File: src/rtl/fib_seq_ctrl_pkg.sv
// rtl/fib_seq_ctrl_pkg.sv - sequencer state encodings, terminal term and 7-seg digit constants
package fib_seq_ctrl_pkg;

  typedef enum logic [1:0] {
    ST_IDLE  = 2'd0,
    ST_RUN   = 2'd1,
    ST_PAUSE = 2'd2,
    ST_HALT  = 2'd3
  } fib_state_t;

  // Last Fibonacci term that fits in 8 bits (index 13).
  localparam logic [7:0] FIB_TERM_VALUE = 8'd233;
  localparam int         FIB_LAST_INDEX = 13;

  // Segment order {g,f,e,d,c,b,a}, active high; shared with the display decoder.
  localparam logic [6:0] SEG_0     = 7'b0111111;
  localparam logic [6:0] SEG_1     = 7'b0000110;
  localparam logic [6:0] SEG_2     = 7'b1011011;
  localparam logic [6:0] SEG_3     = 7'b1001111;
  localparam logic [6:0] SEG_4     = 7'b1100110;
  localparam logic [6:0] SEG_5     = 7'b1101101;
  localparam logic [6:0] SEG_6     = 7'b1111101;
  localparam logic [6:0] SEG_7     = 7'b0000111;
  localparam logic [6:0] SEG_8     = 7'b1111111;
  localparam logic [6:0] SEG_9     = 7'b1101111;
  localparam logic [6:0] SEG_BLANK = 7'b0000000;

  function automatic logic [6:0] seg_digit(input logic [3:0] d);
    case (d)
      4'd0:    seg_digit = SEG_0;
      4'd1:    seg_digit = SEG_1;
      4'd2:    seg_digit = SEG_2;
      4'd3:    seg_digit = SEG_3;
      4'd4:    seg_digit = SEG_4;
      4'd5:    seg_digit = SEG_5;
      4'd6:    seg_digit = SEG_6;
      4'd7:    seg_digit = SEG_7;
      4'd8:    seg_digit = SEG_8;
      4'd9:    seg_digit = SEG_9;
      default: seg_digit = SEG_BLANK;
    endcase
  endfunction

endpackage

File: src/rtl/fib_tick_gen.sv
// rtl/fib_tick_gen.sv - advance-tick prescaler; FIB_CTRL_SPEED_EN adds speed_sel divisor shift
module fib_tick_gen #(
  parameter int TICK_DIV = 25000000
) (
  input  logic       clk,
  input  logic       reset,
  input  logic       en,
  input  logic       clr,
`ifdef FIB_CTRL_SPEED_EN
  input  logic [1:0] speed_sel,
`endif
  output logic       tick
);

  localparam int CW = (TICK_DIV > 2) ? $clog2(TICK_DIV) : 1;

  logic [CW-1:0] count;
  logic [31:0]   terminal;

`ifdef FIB_CTRL_SPEED_EN
  logic [31:0] div_sel;

  // >= compare: a smaller divisor chosen mid-count fires on the next cycle.
  always_comb begin
    div_sel  = 32'(TICK_DIV) >> speed_sel;
    terminal = (div_sel > 32'd1) ? div_sel - 32'd1 : 32'd0;
  end
`else
  assign terminal = 32'(TICK_DIV - 1);
`endif

  assign tick = en && (32'(count) >= terminal);

  always_ff @(posedge clk) begin
    if (reset || clr) begin
      count <= '0;
    end else if (en) begin
      if (tick) count <= '0;
      else      count <= count + CW'(1);
    end
  end

endmodule

File: src/rtl/fib_seq_ctrl.sv
// rtl/fib_seq_ctrl.sv - run/pause/step sequencer for the Fibonacci datapath
// FIB_CTRL_SPEED_EN adds the speed_sel input that shortens the advance period.
module fib_seq_ctrl
  import fib_seq_ctrl_pkg::*;
#(
  parameter int         TICK_DIV   = 25000000,
  parameter logic [7:0] TERM_VALUE = FIB_TERM_VALUE,
  parameter int         CNT_W      = 4
) (
  input  logic             clk,
  input  logic             reset,
  input  logic             start,
  input  logic             pause,
  input  logic             step,
  input  logic             auto_wrap,
  input  logic [7:0]       fib_value,
`ifdef FIB_CTRL_SPEED_EN
  input  logic [1:0]       speed_sel,
`endif
  output logic             adv,
  output logic             clr,
  output logic             running,
  output logic             halted,
  output logic [CNT_W-1:0] step_count
);

  fib_state_t       state, state_nxt;
  logic             adv_nxt, clr_nxt;
  logic [CNT_W-1:0] count_nxt, count_inc;
  logic             tick, tick_en, tick_clr, at_term;

  assign at_term   = (fib_value == TERM_VALUE);
  assign count_inc = (&step_count) ? step_count : step_count + CNT_W'(1);
  assign tick_en   = (state == ST_RUN);
  assign running   = (state == ST_RUN);
  assign halted    = (state == ST_HALT);

  fib_tick_gen #(
    .TICK_DIV (TICK_DIV)
  ) u_tick_gen (
    .clk       (clk),
    .reset     (reset),
    .en        (tick_en),
    .clr       (tick_clr),
`ifdef FIB_CTRL_SPEED_EN
    .speed_sel (speed_sel),
`endif
    .tick      (tick)
  );

  always_ff @(posedge clk) begin
    if (reset) begin
      state      <= ST_IDLE;
      adv        <= 1'b0;
      clr        <= 1'b0;
      step_count <= '0;
    end else begin
      state      <= state_nxt;
      adv        <= adv_nxt;
      clr        <= clr_nxt;
      step_count <= count_nxt;
    end
  end

  always_comb begin
    state_nxt = state;
    adv_nxt   = 1'b0;
    clr_nxt   = 1'b0;
    count_nxt = step_count;
    tick_clr  = 1'b0;
    case (state)
      ST_IDLE, ST_HALT: begin
        if (start) begin
          state_nxt = ST_RUN;
          clr_nxt   = 1'b1;
          count_nxt = '0;
          tick_clr  = 1'b1;
        end
      end
      ST_RUN: begin
        if (start) begin
          clr_nxt   = 1'b1;
          count_nxt = '0;
          tick_clr  = 1'b1;
        end else if (pause) begin
          state_nxt = ST_PAUSE;
        end else if (tick) begin
          if (!at_term) begin
            adv_nxt   = 1'b1;
            count_nxt = count_inc;
          end else if (auto_wrap) begin
            clr_nxt   = 1'b1;
            count_nxt = '0;
          end else begin
            state_nxt = ST_HALT;
          end
        end
      end
      ST_PAUSE: begin
        // Resume keeps the current term; only the prescaler restarts.
        if (start) begin
          state_nxt = ST_RUN;
          tick_clr  = 1'b1;
        end else if (!pause && step && !adv && !at_term) begin
          adv_nxt   = 1'b1;
          count_nxt = count_inc;
        end
      end
      default: state_nxt = ST_IDLE;
    endcase
  end

endmodule

File: config.mk
export PLATFORM = sky130hd
export DESIGN_NAME = fib_seq_ctrl
export DESIGN_NICKNAME = d
export VERILOG_FILES = /design/src/rtl/fib_seq_ctrl_pkg.sv /design/src/rtl/fib_tick_gen.sv /design/src/rtl/fib_seq_ctrl.sv
export SDC_FILE = /design/constraint.sdc
export NUM_CORES = 1
export LEC_CHECK = 0
export BUFFER_PORTS_ARGS = -buffer_cell sky130_fd_sc_hd__buf_2
export CAP_MARGIN = 20
export CORE_MARGIN = 2
export CORE_UTILIZATION = 45
export CTS_CLUSTER_SIZE = 24
export DETAILED_ROUTE_END_ITERATION = 8
export GPL_TIMING_DRIVEN = 0
export HOLD_SLACK_MARGIN = 0.03
export PLACE_DENSITY = 0.74
export REMOVE_ABC_BUFFERS = 1
export SYNTH_ARGS = -nofsm -noshare
export SYNTH_HDL_FRONTEND = slang
export SYNTH_HIERARCHICAL = 1
export SYNTH_SLANG_ARGS = --single-unit
File: constraint.sdc
create_clock -name clk -period 3.6 [get_ports clk]
set_clock_uncertainty 0.2 [all_clocks]
set_input_delay 0.18 -clock clk [delete_from_list [all_inputs] [get_ports clk]]
set_output_delay 0.18 -clock clk [all_outputs]
set_load 0.1 [all_outputs]
==> flow_summary_export.csv <==
group,metric,value,unit
worst_setup_path,arrival,3.10,ns
clock_network,htree_num_levels,2,
timing,hold_viol,0,
layout,post-route-util,51.73,%
worst_setup_path,path_max_fanout,13,
synth,async_flop_share,0,%
hold_path,hold_start,"step",
clock_network,cts_tree,"done",
layout,final_cell_mix,"39 x nor2_1, 33 x dfxtp_1, 21 x buf_2",
worst_setup_path,crit_required,3.61,ns
routing,final_antenna_net_count,0,
clock_network,cts_buffers,5,
timing,setup_viol,0,
floorplanning,placementRows,23,
layout,layout_commonest_cell,"nor2_1",
synth,synth-seq-cells,33,
timing,max_slew_margin,66.20,%
routing,drc,0,
placed_design,port_buffers,21,
power,power_density,381.6,nW/um^2
synth,yosysWarnings,6,
worst_setup_path,startpoint_type,"flip-flop",
worst_setup_path,crit_path_end_kind,"flip-flop",
routing,drtPass1Iterations,4,
grt,antenna_found_initial,0,
timing,tightest_slew,0.5036,ns
status,outcome,"finished clean",
grt,grtUsageTotal,16.83,%
layout,nFillCells,385,
worst_setup_path,setup.worst_path.class,"reg -> reg",
timing,holdWs,0.06152,ns
routing,viasPerCell,5.300,
synth,synthCells,207,
synth,syn_avg_cell_area,8.728,sq um
worst_setup_path,crit_top_cell,"nand4_1",
synth,synthFlopType,"dfxtp_1",
routing,totalWireLength,3491,um
layout,multiInputGateArea,1066,sq um
worst_setup_path,path_delay_family,"simple AND/OR/NAND/NOR gates",
routing,vias,1500,
clock_network,clk_pin_slew,0.06,ns
timing,drv_slew,0,
power,p_leak,0.0007860,uW
synth,netlist_area,1807,sq um
placed_design,detailed_place_hpwl,2434,um
layout,drive_gt1_share,16.74,%
routing,wl_per_cell,12.34,um
worst_setup_path,slowest_stage,"or4b_4",
floorplanning,start_util,45.83,%
worst_setup_path,cpPeakStageDelay,0.56,ns
floorplanning,die_x,67.37,um
synth,synth_edf_count,0,
floorplanning,die_height,67.37,um
placed_design,finalWeightedCongestion,0.7790,
floorplanning,die_area,4538,sq um
clock_network,clock_path_buffers,2,
timing,timing.fmax,0.3244,GHz
floorplanning,io_pins,22,
power,ir_drop,0.1868,mV
worst_setup_path,crit_buf_inv,0,
timing,tns,0,ns
hold_path,hp-class,"in -> reg",
grt,grt_pass1_wl,5720,um
worst_setup_path,cp-startpoint,"state[0]",
timing,timing.final.crit_period,3.082,ns
layout,syn_to_final_growth,12.88,%
worst_setup_path,r2r_start,"state[0]",
grt,first_global_vias,1364,
layout,diodes,0,
worst_setup_path,worstPathCellList,"ha_1, nand4_1, nor4_1, nand4_1, nand2_1, a311o_1, o211ai_2, or4b_4, o22ai_2",
flow_run,maxCapViolations,0,
timing,period_share,85.62,%
clock_network,clkSinkCount,33,
grt,overflow,0,
grt,grt_start_max_net_pins,26,
timing,rsz0062_at_grt,"false",
synth,yosys.cell_types.count,47,
clock_network,cts_root_buffer,"clkbuf_8",
layout,nNetsFinal,253,
clock_network,clk_latency,0.28,ns
routing,drt-initial-drc-count,82,
synth,ys_seq_area_share,36.57,%
floorplanning,core,3943,sq um
layout,seqCellArea,660.6,sq um
==> through the flow <==
step           instance area, sq um  total power [uW]  worst slack (ns)  instances
2_1_floorplan                  1772             492.0            0.2008        202
5_1_grt                        2039             812.8            0.2327        283
3_5_place_dp                   1939             520.7            0.5545        273
3_3_place_gp                   1939             518.9            0.5620        273
6_report                       2039             778.2            0.5176        283
4_1_cts                        2039             787.4            0.5165        283
==> synthesized netlist by cell type, types with 2 or more instances <==
cell type / instances / area, sq um
nand2b_1: 2 / 12.51
nand3_1: 9 / 45.04
a21o_1: 2 / 15.01
and3_1: 4 / 25.02
nor3_1: 6 / 30.03
nand2_1: 13 / 48.80
a21oi_1: 3 / 15.01
nor2b_1: 3 / 18.77
a311oi_1: 2 / 17.52
a31oi_1: 2 / 12.51
clkbuf_1: 2 / 7.510
nor2_1: 39 / 146.4
and4_2: 2 / 20.02
nand4_4: 2 / 42.54
and4bb_2: 2 / 25.02
buf_6: 2 / 22.52
mux2i_1: 2 / 20.02
and2_1: 2 / 12.51
xnor2_1: 18 / 157.7
ha_1: 7 / 87.58
inv_1: 12 / 45.04
nand4_1: 4 / 25.02
xor2_1: 5 / 43.79
dfxtp_1: 33 / 660.6
nor4_1: 7 / 43.79
==> repair_timing <==
action / 4_1_cts / 5_1_grt
setup buffers: 0 / 0
hold buffers: 2 / 0
hold endpoints to repair: 3 / 0
gates resized for setup: 0 / 0
==> path summary, 6_finish.rpt <==
path,end,slack [ns],depth (start not counted)
max,step_count[1],0.52,9
min,adv,0.06,3
max reg2reg,step_count[1],0.52,9
min reg2reg,step_count[0],0.28,1
==> tightest hold or removal path, stage by stage <==
cell and delay [ns]:
buf_2 0.10, a31oi_1 0.16, nor4_1 0.06
==> layout make-up <==
class	count	share of cell area (%)
multi-input combinational	157	52.27
sequential	33	32.39
tap	50	3.067
clock buffer	8	3.926
timing repair buffer	23	6.135
inverter	12	2.209
==> sequential cells by signal (all words and copies together), names as in the netlist <==
register          cells
u_tick_gen/count     25
step_count            4
state                 2
adv                   1
clr                   1
==> routing by layer <==
layer	GRT usage [%]	vias up	wire, um	share of wire [%]
met5	0	-	0	0
met4	8.418	0	61	1.7
met1	18.71	687	1655	47
li1	-	775	-	-
met3	5.000	4	173	5.0
met2	29.08	34	1600	46
==> power breakdown <==
part	leakage [uW]	switching [uW]	total, uW	internal [uW]
logic	0.000480	90.4	135	44.7
clock network	0.0000395	126	263	137
registers	0.000266	7.55	380	372
==> kinds of logic (layout without fill, tap and decap cells) <==
family,Yosys count,after routing,share of synthesized area (%)
flops,33,33,36.56
simple gates,102,102,31.23
compound gates,23,23,10.67
xor+xnor,23,23,11.15
fa+ha+maj,7,7,4.847
buf+inv,17,43,4.432
mux,2,2,1.108
Note: power is estimated with default switching activity, not from simulation.
